--- src/rtl/shift_pipeline_if.sv ---
// Handshake bundle for shift_pipeline.
// Input side:  in_valid/in_ready with in_data, in_shamt, in_op, in_tag.
// Output side: out_valid/out_ready with out_data, out_tag.
// master = producer/consumer environment, slave = the shifter pipeline.
interface shift_pipeline_if #(
    parameter int unsigned WIDTH   = 32,
    parameter int unsigned SHAMT_W = 5,
    parameter int unsigned TAG_W   = 5
);
    logic               in_valid;
    logic               in_ready;
    logic [WIDTH-1:0]   in_data;
    logic [SHAMT_W-1:0] in_shamt;
    logic               in_op;
    logic [TAG_W-1:0]   in_tag;
    logic               out_valid;
    logic               out_ready;
    logic [WIDTH-1:0]   out_data;
    logic [TAG_W-1:0]   out_tag;

    modport master (
        output in_valid, in_data, in_shamt, in_op, in_tag, out_ready,
        input  in_ready, out_valid, out_data, out_tag
    );

    modport slave (
        input  in_valid, in_data, in_shamt, in_op, in_tag, out_ready,
        output in_ready, out_valid, out_data, out_tag
    );
endinterface

--- src/rtl/shift_pipeline.sv ---
// 5-stage registered barrel shifter (SLL / SRA) with elastic valid/ready stages.
// Stage k applies a fixed shift of 16/8/4/2/1 when its shamt bit is set; a dest
// tag rides alongside the data and is returned unchanged.
// Ports:
//   clock    rising-edge clock
//   reset_n  asynchronous active-low reset
//   flush    synchronous drop of all in-flight ops (beats a simultaneous input)
//   busy     OR of all stage valids
//   bus      shift_pipeline_if.slave: input and output handshakes
module shift_pipeline #(
    parameter int unsigned WIDTH   = 32,
    parameter int unsigned SHAMT_W = 5,
    parameter int unsigned TAG_W   = 5
) (
    input  logic                  clock,
    input  logic                  reset_n,
    input  logic                  flush,
    output logic                  busy,
    shift_pipeline_if.slave       bus
);

    localparam int unsigned STAGES = SHAMT_W;

    // Fixed-distance shift; SRA fills vacated MSBs with the carried sign bit.
    function automatic logic [WIDTH-1:0] shift_fixed(
        input logic [WIDTH-1:0] d,
        input int unsigned      amt,
        input logic             op,
        input logic             sign
    );
        logic [WIDTH-1:0] fill;
        fill = ~({WIDTH{1'b1}} >> amt);
        if (op) begin
            return (d >> amt) | (sign ? fill : '0);
        end
        return d << amt;
    endfunction

    logic               r_v     [STAGES];
    logic [WIDTH-1:0]   r_data  [STAGES];
    logic [SHAMT_W-1:0] r_shamt [STAGES];
    logic               r_op    [STAGES];
    logic               r_sign  [STAGES];
    logic [TAG_W-1:0]   r_tag   [STAGES];

    logic               w_src_v     [STAGES];
    logic [WIDTH-1:0]   w_src_data  [STAGES];
    logic [SHAMT_W-1:0] w_src_shamt [STAGES];
    logic               w_src_op    [STAGES];
    logic               w_src_sign  [STAGES];
    logic [TAG_W-1:0]   w_src_tag   [STAGES];
    logic [WIDTH-1:0]   w_nxt_data  [STAGES];
    logic [STAGES-1:0]  w_rdy;

    // Ready chain from the output back to stage 0; a stage may load if it is
    // empty or everything downstream of it can move.
    always_comb begin
        logic [STAGES-1:0] rdy;
        rdy = '0;
        rdy[STAGES-1] = ~r_v[STAGES-1] | bus.out_ready;
        for (int i = int'(STAGES) - 2; i >= 0; i--) begin
            rdy[i] = ~r_v[i] | rdy[i+1];
        end
        w_rdy = rdy;
    end

    // Per-stage source selection and shift.
    always_comb begin
        for (int i = 0; i < int'(STAGES); i++) begin
            if (i == 0) begin
                w_src_v[i]     = bus.in_valid;
                w_src_data[i]  = bus.in_data;
                w_src_shamt[i] = bus.in_shamt;
                w_src_op[i]    = bus.in_op;
                w_src_sign[i]  = bus.in_data[WIDTH-1];
                w_src_tag[i]   = bus.in_tag;
            end else begin
                w_src_v[i]     = r_v[i-1];
                w_src_data[i]  = r_data[i-1];
                w_src_shamt[i] = r_shamt[i-1];
                w_src_op[i]    = r_op[i-1];
                w_src_sign[i]  = r_sign[i-1];
                w_src_tag[i]   = r_tag[i-1];
            end
            if (w_src_shamt[i][int'(SHAMT_W) - 1 - i]) begin
                w_nxt_data[i] = shift_fixed(w_src_data[i], 32'(1) << (int'(SHAMT_W) - 1 - i),
                                            w_src_op[i], w_src_sign[i]);
            end else begin
                w_nxt_data[i] = w_src_data[i];
            end
        end
    end

    // Stage registers: load when ready, otherwise hold; flush only kills valids.
    always_ff @(posedge clock or negedge reset_n) begin
        if (!reset_n) begin
            for (int i = 0; i < int'(STAGES); i++) begin
                r_v[i]     <= 1'b0;
                r_data[i]  <= '0;
                r_shamt[i] <= '0;
                r_op[i]    <= 1'b0;
                r_sign[i]  <= 1'b0;
                r_tag[i]   <= '0;
            end
        end else begin
            for (int i = 0; i < int'(STAGES); i++) begin
                if (flush) begin
                    r_v[i] <= 1'b0;
                end else if (w_rdy[i]) begin
                    r_v[i] <= w_src_v[i];
                end
                if (w_rdy[i]) begin
                    r_data[i]  <= w_nxt_data[i];
                    r_shamt[i] <= w_src_shamt[i];
                    r_op[i]    <= w_src_op[i];
                    r_sign[i]  <= w_src_sign[i];
                    r_tag[i]   <= w_src_tag[i];
                end
            end
        end
    end

    always_comb begin
        busy = 1'b0;
        for (int i = 0; i < int'(STAGES); i++) begin
            busy = busy | r_v[i];
        end
    end

    assign bus.in_ready  = w_rdy[0];
    assign bus.out_valid = r_v[STAGES-1];
    assign bus.out_data  = r_data[STAGES-1];
    assign bus.out_tag   = r_tag[STAGES-1];

endmodule

--- src/flat_wrapper.sv ---
// flat-port wrapper written by rule: the top's interface ports become plain ports
module shift_pipeline_flat 
#(
    parameter int unsigned WIDTH   = 32,
    parameter int unsigned SHAMT_W = 5,
    parameter int unsigned TAG_W   = 5
)
  (clock, reset_n, flush, busy, bus_in_valid, bus_in_data, bus_in_shamt, bus_in_op, bus_in_tag, bus_out_ready, bus_in_ready, bus_out_valid, bus_out_data, bus_out_tag);
  shift_pipeline_if #(.WIDTH(WIDTH), .SHAMT_W(SHAMT_W), .TAG_W(TAG_W)) bus_i ();
  input  logic clock;
  input  logic reset_n;
  input  logic flush;
  output logic busy;
  input wire logic [$bits(bus_i.in_valid)-1:0] bus_in_valid;
  input wire logic [$bits(bus_i.in_data)-1:0] bus_in_data;
  input wire logic [$bits(bus_i.in_shamt)-1:0] bus_in_shamt;
  input wire logic [$bits(bus_i.in_op)-1:0] bus_in_op;
  input wire logic [$bits(bus_i.in_tag)-1:0] bus_in_tag;
  input wire logic [$bits(bus_i.out_ready)-1:0] bus_out_ready;
  output wire logic [$bits(bus_i.in_ready)-1:0] bus_in_ready;
  output wire logic [$bits(bus_i.out_valid)-1:0] bus_out_valid;
  output wire logic [$bits(bus_i.out_data)-1:0] bus_out_data;
  output wire logic [$bits(bus_i.out_tag)-1:0] bus_out_tag;
  assign bus_i.in_valid = bus_in_valid;
  assign bus_i.in_data = bus_in_data;
  assign bus_i.in_shamt = bus_in_shamt;
  assign bus_i.in_op = bus_in_op;
  assign bus_i.in_tag = bus_in_tag;
  assign bus_i.out_ready = bus_out_ready;
  assign bus_in_ready = bus_i.in_ready;
  assign bus_out_valid = bus_i.out_valid;
  assign bus_out_data = bus_i.out_data;
  assign bus_out_tag = bus_i.out_tag;
  shift_pipeline #(.WIDTH(WIDTH), .SHAMT_W(SHAMT_W), .TAG_W(TAG_W)) u_core (.clock(clock), .reset_n(reset_n), .flush(flush), .busy(busy), .bus(bus_i));
endmodule
--- config.mk ---
export PLATFORM = sky130hd
export DESIGN_NAME = shift_pipeline_flat
export DESIGN_NICKNAME = d
export VERILOG_FILES = /design/src/rtl/shift_pipeline_if.sv /design/src/rtl/shift_pipeline.sv /design/src/flat_wrapper.sv
export SDC_FILE = /design/constraint.sdc
export NUM_CORES = 1
export LEC_CHECK = 0
export CAP_MARGIN = 0
export CORE_MARGIN = 2
export CORE_UTILIZATION = 49
export DETAILED_ROUTE_END_ITERATION = 8
export DONT_BUFFER_PORTS = 1
export GPL_TIMING_DRIVEN = 0
export PLACE_DENSITY = 0.76
export SLEW_MARGIN = 0
export SYNTH_ARGS = -nofsm -noshare
export SYNTH_HDL_FRONTEND = slang
export SYNTH_SLANG_ARGS = --single-unit
--- constraint.sdc ---
create_clock -name clock -period 1.8 [get_ports clock]
set_clock_uncertainty 0.1 [all_clocks]
set_input_delay 0.45 -clock clock [delete_from_list [all_inputs] [get_ports clock]]
set_output_delay 0.45 -clock clock [all_outputs]
set_load 0.005 [all_outputs]
Word-level counts from Yosys, hierarchy flattened
Cells that the tools add are included.
{"block": "totals", "inputBits": 48, "output_inout_bits": 40, "ff_bits": 208, "wordCells": 91}
{"block": "op_classes", "muxes": 40, "reduce_logical": 5, "n_bitwise": 19}
{"op": "32-bit two-way mux", "n": 20}
{"op": "16-bit by 32-bit OR with 32-bit output", "n": 1}
{"op": "24-bit by 32-bit OR with 32-bit output", "n": 1}
{"op": "28-bit by 32-bit OR with 32-bit output", "n": 1}
{"op": "30-bit by 32-bit OR with 32-bit output", "n": 1}
{"op": "31-bit by 32-bit OR with 32-bit output", "n": 1}
{"op": "1-bit two-way mux", "n": 20}
{"op": "2-bit nonzero test", "n": 5}
{"op": "1-bit OR", "n": 9}
{"op": "1-bit inverter", "n": 5}

Depth between registers and ports, before layout
{"block": "logic_depth", "word_depth": 8, "ltp_mapped": 6, "ltp_nobuf": 4}

Worst setup path before layout
Ideal clock, no wire load.
{"block": "synth_path", "path_kind": "input to output", "from": "input bus_out_ready", "to": "output bus_in_ready", "n_path_buf": 2, "path_stages": 5, "required_time_ps": 1250, "slack_ps": 17, "arrival_ps": 1233, "path_cell_list": "and4b_1 and3_1 buf_4 inv_4 buf_6"}
{"block": "synth_between", "elab_chain_cells": 5}
{"item": "from (decl)", "line_no": "flat_wrapper.sv:19", "source": "input wire logic [$bits(bus_i.out_ready)-1:0] bus_out_ready;"}
{"item": "1-bit OR", "line_no": "shift_pipeline.sv:60", "source": "rdy[STAGES-1] = ~r_v[STAGES-1] | bus.out_ready;"}
{"item": "1-bit OR (4 in series)", "line_no": "shift_pipeline.sv:62", "source": "rdy[i] = ~r_v[i] | rdy[i+1];"}
{"item": "to (decl)", "line_no": "flat_wrapper.sv:20", "source": "output wire logic [$bits(bus_i.in_ready)-1:0] bus_in_ready;"}
No other way between the ends.

Worst setup path after layout
{"block": "layout_path", "from": "register u_core.r_v (netlist bit u_core.bus.out_valid)", "to": "output bus_in_ready"}
{"block": "layout_between", "elab_chain_cells": 6}
{"item": "from (decl)", "line_no": "shift_pipeline.sv:39", "source": "logic r_v [STAGES];"}
{"item": "from (signal, indexed assignment)", "line_no": "shift_pipeline.sv:110", "source": "r_v[i] <= w_src_v[i];"}
{"item": "1-bit inverter", "line_no": "shift_pipeline.sv:60"}
{"item": "1-bit OR", "line_no": "shift_pipeline.sv:60"}
{"item": "1-bit OR (4 in series)", "line_no": "shift_pipeline.sv:62"}
No other way between the ends.

==> impl_metrics.env <==
export IMPL_finalSetupViolations=49
export IMPL_switching_share_pct=25.7
export IMPL_cts_buffers=24
export IMPL_fmax_ghz=0.458
export IMPL_cp_start_kind="flop"
export IMPL_syn_cell_area_mm2=0.0110
export IMPL_peakVddDrop_v=0.000638
export IMPL_worstSkewPairLatency_ns=0.51
export IMPL_cts_root_buf="clkbuf_16"
export IMPL_portBuffers=0
export IMPL_clk_path_buf_depth=3
export IMPL_first_global_vias=8166
export IMPL_seq_area_frac_synth_pct=47.5
export IMPL_drt_wl_total_mm=25.9
export IMPL_grt_pass1_wl_mm=42.7
export IMPL_synth_top_family_by_area="multiplexers"
export IMPL_drc_errors=0
export IMPL_die_area_mm2=0.0236
export IMPL_yosys_register_bits=208
export IMPL_finalHoldViolCount=208
export IMPL_syn_inst=1044
export IMPL_startpoint="u_core.bus.out_valid"
export IMPL_hold_slack_ns=-0.467
export IMPL_path_max_fanout=5
export IMPL_ios=88
export IMPL_power_net_switching_uw=3140
export IMPL_ant_nets=0
export IMPL_critPathRequiredTime_ns=1.25
export IMPL_synth_fp_nets=1092
export IMPL_wl_per_cell_um=18.6
export IMPL_synthAdderAreaFrac_pct=0
export IMPL_chipWidth_um=154
export IMPL_worstSetupPathType="flop to output pin"
export IMPL_synth_compound_area_share_pct=17.2
export IMPL_status="finished with violations"
export IMPL_p_leak_uw=0.00580
export IMPL_worstMarginPinSlew_ns=0.556
export IMPL_power_density_mw_per_mm2=973
export IMPL_cts_sinks=208
export IMPL_vias=8180
export IMPL_avgViaCountPerCell=5.89
export IMPL_die_height_um=154
export IMPL_violations="hold timing, setup timing"
export IMPL_syn2layout_area_growth_pct=14.7
export IMPL_timing_final_crit_share_pct=121
export IMPL_r2r_start="u_core.bus.out_valid"
export IMPL_yosys_area_share_simple_pct=9.53
export IMPL_layout_drive_gt1_share_pct=21.8
export IMPL_initial_utilization_pct=50.0
export IMPL_synth_most_common_cell="dfrtp_1"
export IMPL_pwr_share_comb_pct=13.3
export IMPL_setup_ws_ns=-0.385
export IMPL_p_int_uw=9080
export IMPL_power_uw=12200
export IMPL_yosysWarnings=0
export IMPL_place_congestion=0.957
export IMPL_clkPwrFrac_pct=40.5
export IMPL_yosys_area_top_type="dfrtp_1"
export IMPL_r2r_setup_slack_ns=-0.14
export IMPL_htree_levels=1
export IMPL_grt_usage_pct=22.0
export IMPL_drt_initial_drc_count=605
export IMPL_avgSynthCellArea_um2=10.5
export IMPL_rows=54
export IMPL_dp_hpwl_mm=18.3
export IMPL_synth_top_cells_by_count="dfrtp_1 (208), nor2_1 (136), mux2i_1 (114)"
export IMPL_grt_overflow=0
export IMPL_ys_types=28
export IMPL_yosys_area_top_type_share_pct=47.5
export IMPL_drtPass1Iterations=5
export IMPL_hp_class="input port to async pin"
export IMPL_seq_power_share_pct=46.3
export IMPL_slew_headroom_pct=63.0
export IMPL_clk_pin_slew_ns=0.06
export IMPL_grt_max_degree=209
export IMPL_drv_cap=0
export IMPL_slew_viol_final=0
export IMPL_synthXorXnorAreaFrac_pct=0
export IMPL_n_antenna_cell=0
export IMPL_fin_crit_ns=2.19
export IMPL_end_kind="output pin"
export IMPL_cts_hold_buf=12
export IMPL_cts_tree="yes"
export IMPL_async_reset_ff_share_pct=100
export IMPL_fin_nets=1140
export IMPL_core_mm2=0.0219
export IMPL_synth_area_top_cells="dfrtp_1 (48%), mux2i_1 (10%), mux2_2 (6.6%), a211oi_1 (6.1%), a21o_1 (6.1%)"
export IMPL_synth_ff_type="dfrtp_1"
export IMPL_muxShareOfSynthArea_pct=19.5
export IMPL_synth_edf_count=0
export IMPL_antenna_found_initial=0
export IMPL_worstPathArrival_ns=1.64
export IMPL_rsz0062_at_grt="true"
[routing by layer]
metal / vias up / wire (um) / GRT usage [%] / share of wire [%]
met2: 266 / 12200 / 36.2 / 47
met5: - / 0 / 0 / 0
met4: 0 / 793 / 7.47 / 3.1
met3: 50 / 1530 / 3.33 / 5.9
li1: 3819 / - / - / -
met1: 4045 / 11400 / 30.2 / 44
[cell type report]
type / instances / area, um^2
Sequential cell: 208 / 5210
Clock buffer: 35 / 753
Clock inverter: 8 / 76.3
Timing Repair Buffer: 25 / 294
Buffer: 127 / 764
Multi-Input combinational cell: 704 / 5100
Tap cell: 280 / 350
Fill cell: 1846 / 9330
Inverter: 2 / 15.0
[placed cells by master (no fill, tap or decap), types with 10 or more instances in the layout]
cell type,count
dfrtp_1,207
nor2_1,135
mux2i_1,114
a21o_1,89
a211oi_1,85
mux2_2,64
buf_4,47
a21oi_1,47
nor2b_1,33
clkbuf_1,26
clkbuf_16,25
a31oi_1,24
o21ai_0,24
clkbuf_2,22
buf_2,21
mux2_4,18
nand4_1,17
nand2b_1,15
dlygate4sd3_1,12
clkbuf_8,10
[kinds of logic (layout without fill, tap and decap cells)]
logic type | Yosys count | after routing
flops | 208 | 208
buf+inv | 132 | 197
mux | 196 | 196
compound gates | 282 | 282
simple gates | 226 | 226
[through the flow]
stage | std cells | util [%] | setup slack [ns] | TNS, ns | instance area (um^2)
2_1_floorplan | 1044 | - | 0.0171 | 0 | 11000
3_3_place_gp | 1324 | 51.6 | -0.234 | -10.92 | 11300
3_5_place_dp | 1324 | 51.6 | -0.221 | -12.39 | 11300
4_1_cts | 1390 | 57.2 | -0.458 | -5.84 | 12500
5_1_grt | 1389 | 57.4 | -0.431 | -6.68 | 12600
6_report | 1389 | 57.4 | -0.385 | -2.74 | 12600
[critical path: stages (launching register included)]
cell and delay [ns]:
dfrtp_2 0.41, and4b_2 0.30, and3_4 0.24, inv_8 0.03, buf_12 0.13
[final timing paths]
path                       cells past startpoint                      end
max                                            4             bus_in_ready
min                                            0    u_core.bus.out_tag[0]
max reg2reg                                    7       u_core.r_shamt[21]
min reg2reg                                    1  u_core.bus.out_data[27]
max in group asynchronous                      0        u_core.r_data[76]
min in group clock                             2       u_core.r_data[141]
[power by group through the flow]
stage	combinational, uW	sequential, uW	clock [uW]
6_report	1620	5650	4950
3_5_place_dp	1560	5720	0
2_1_floorplan	1320	5520	0
3_3_place_gp	1510	5690	0
5_1_grt	1790	5710	5230
4_1_cts	1600	5630	5020
[what timing repair did]
item / CTS / global route
pin swaps: 2 / 1
gates resized for setup: 42 / 59
endpoints found under the setup margin: 128 / 149
endpoints found under the hold margin: 223 / 208
buffers inserted: 9 / 4
cloned: 2 / 0
[sequential cells by signal, summed over array words and instances (netlist names)]
register,flops
u_core.r_data,128
u_core.bus.out_data,32
u_core.r_tag,20
u_core.r_shamt,10
u_core.bus.out_tag,5
u_core.r_op,4
u_core.r_sign,4
u_core.r_v,4
u_core.bus.out_valid,1
Power figures use the tool's default switching activity.
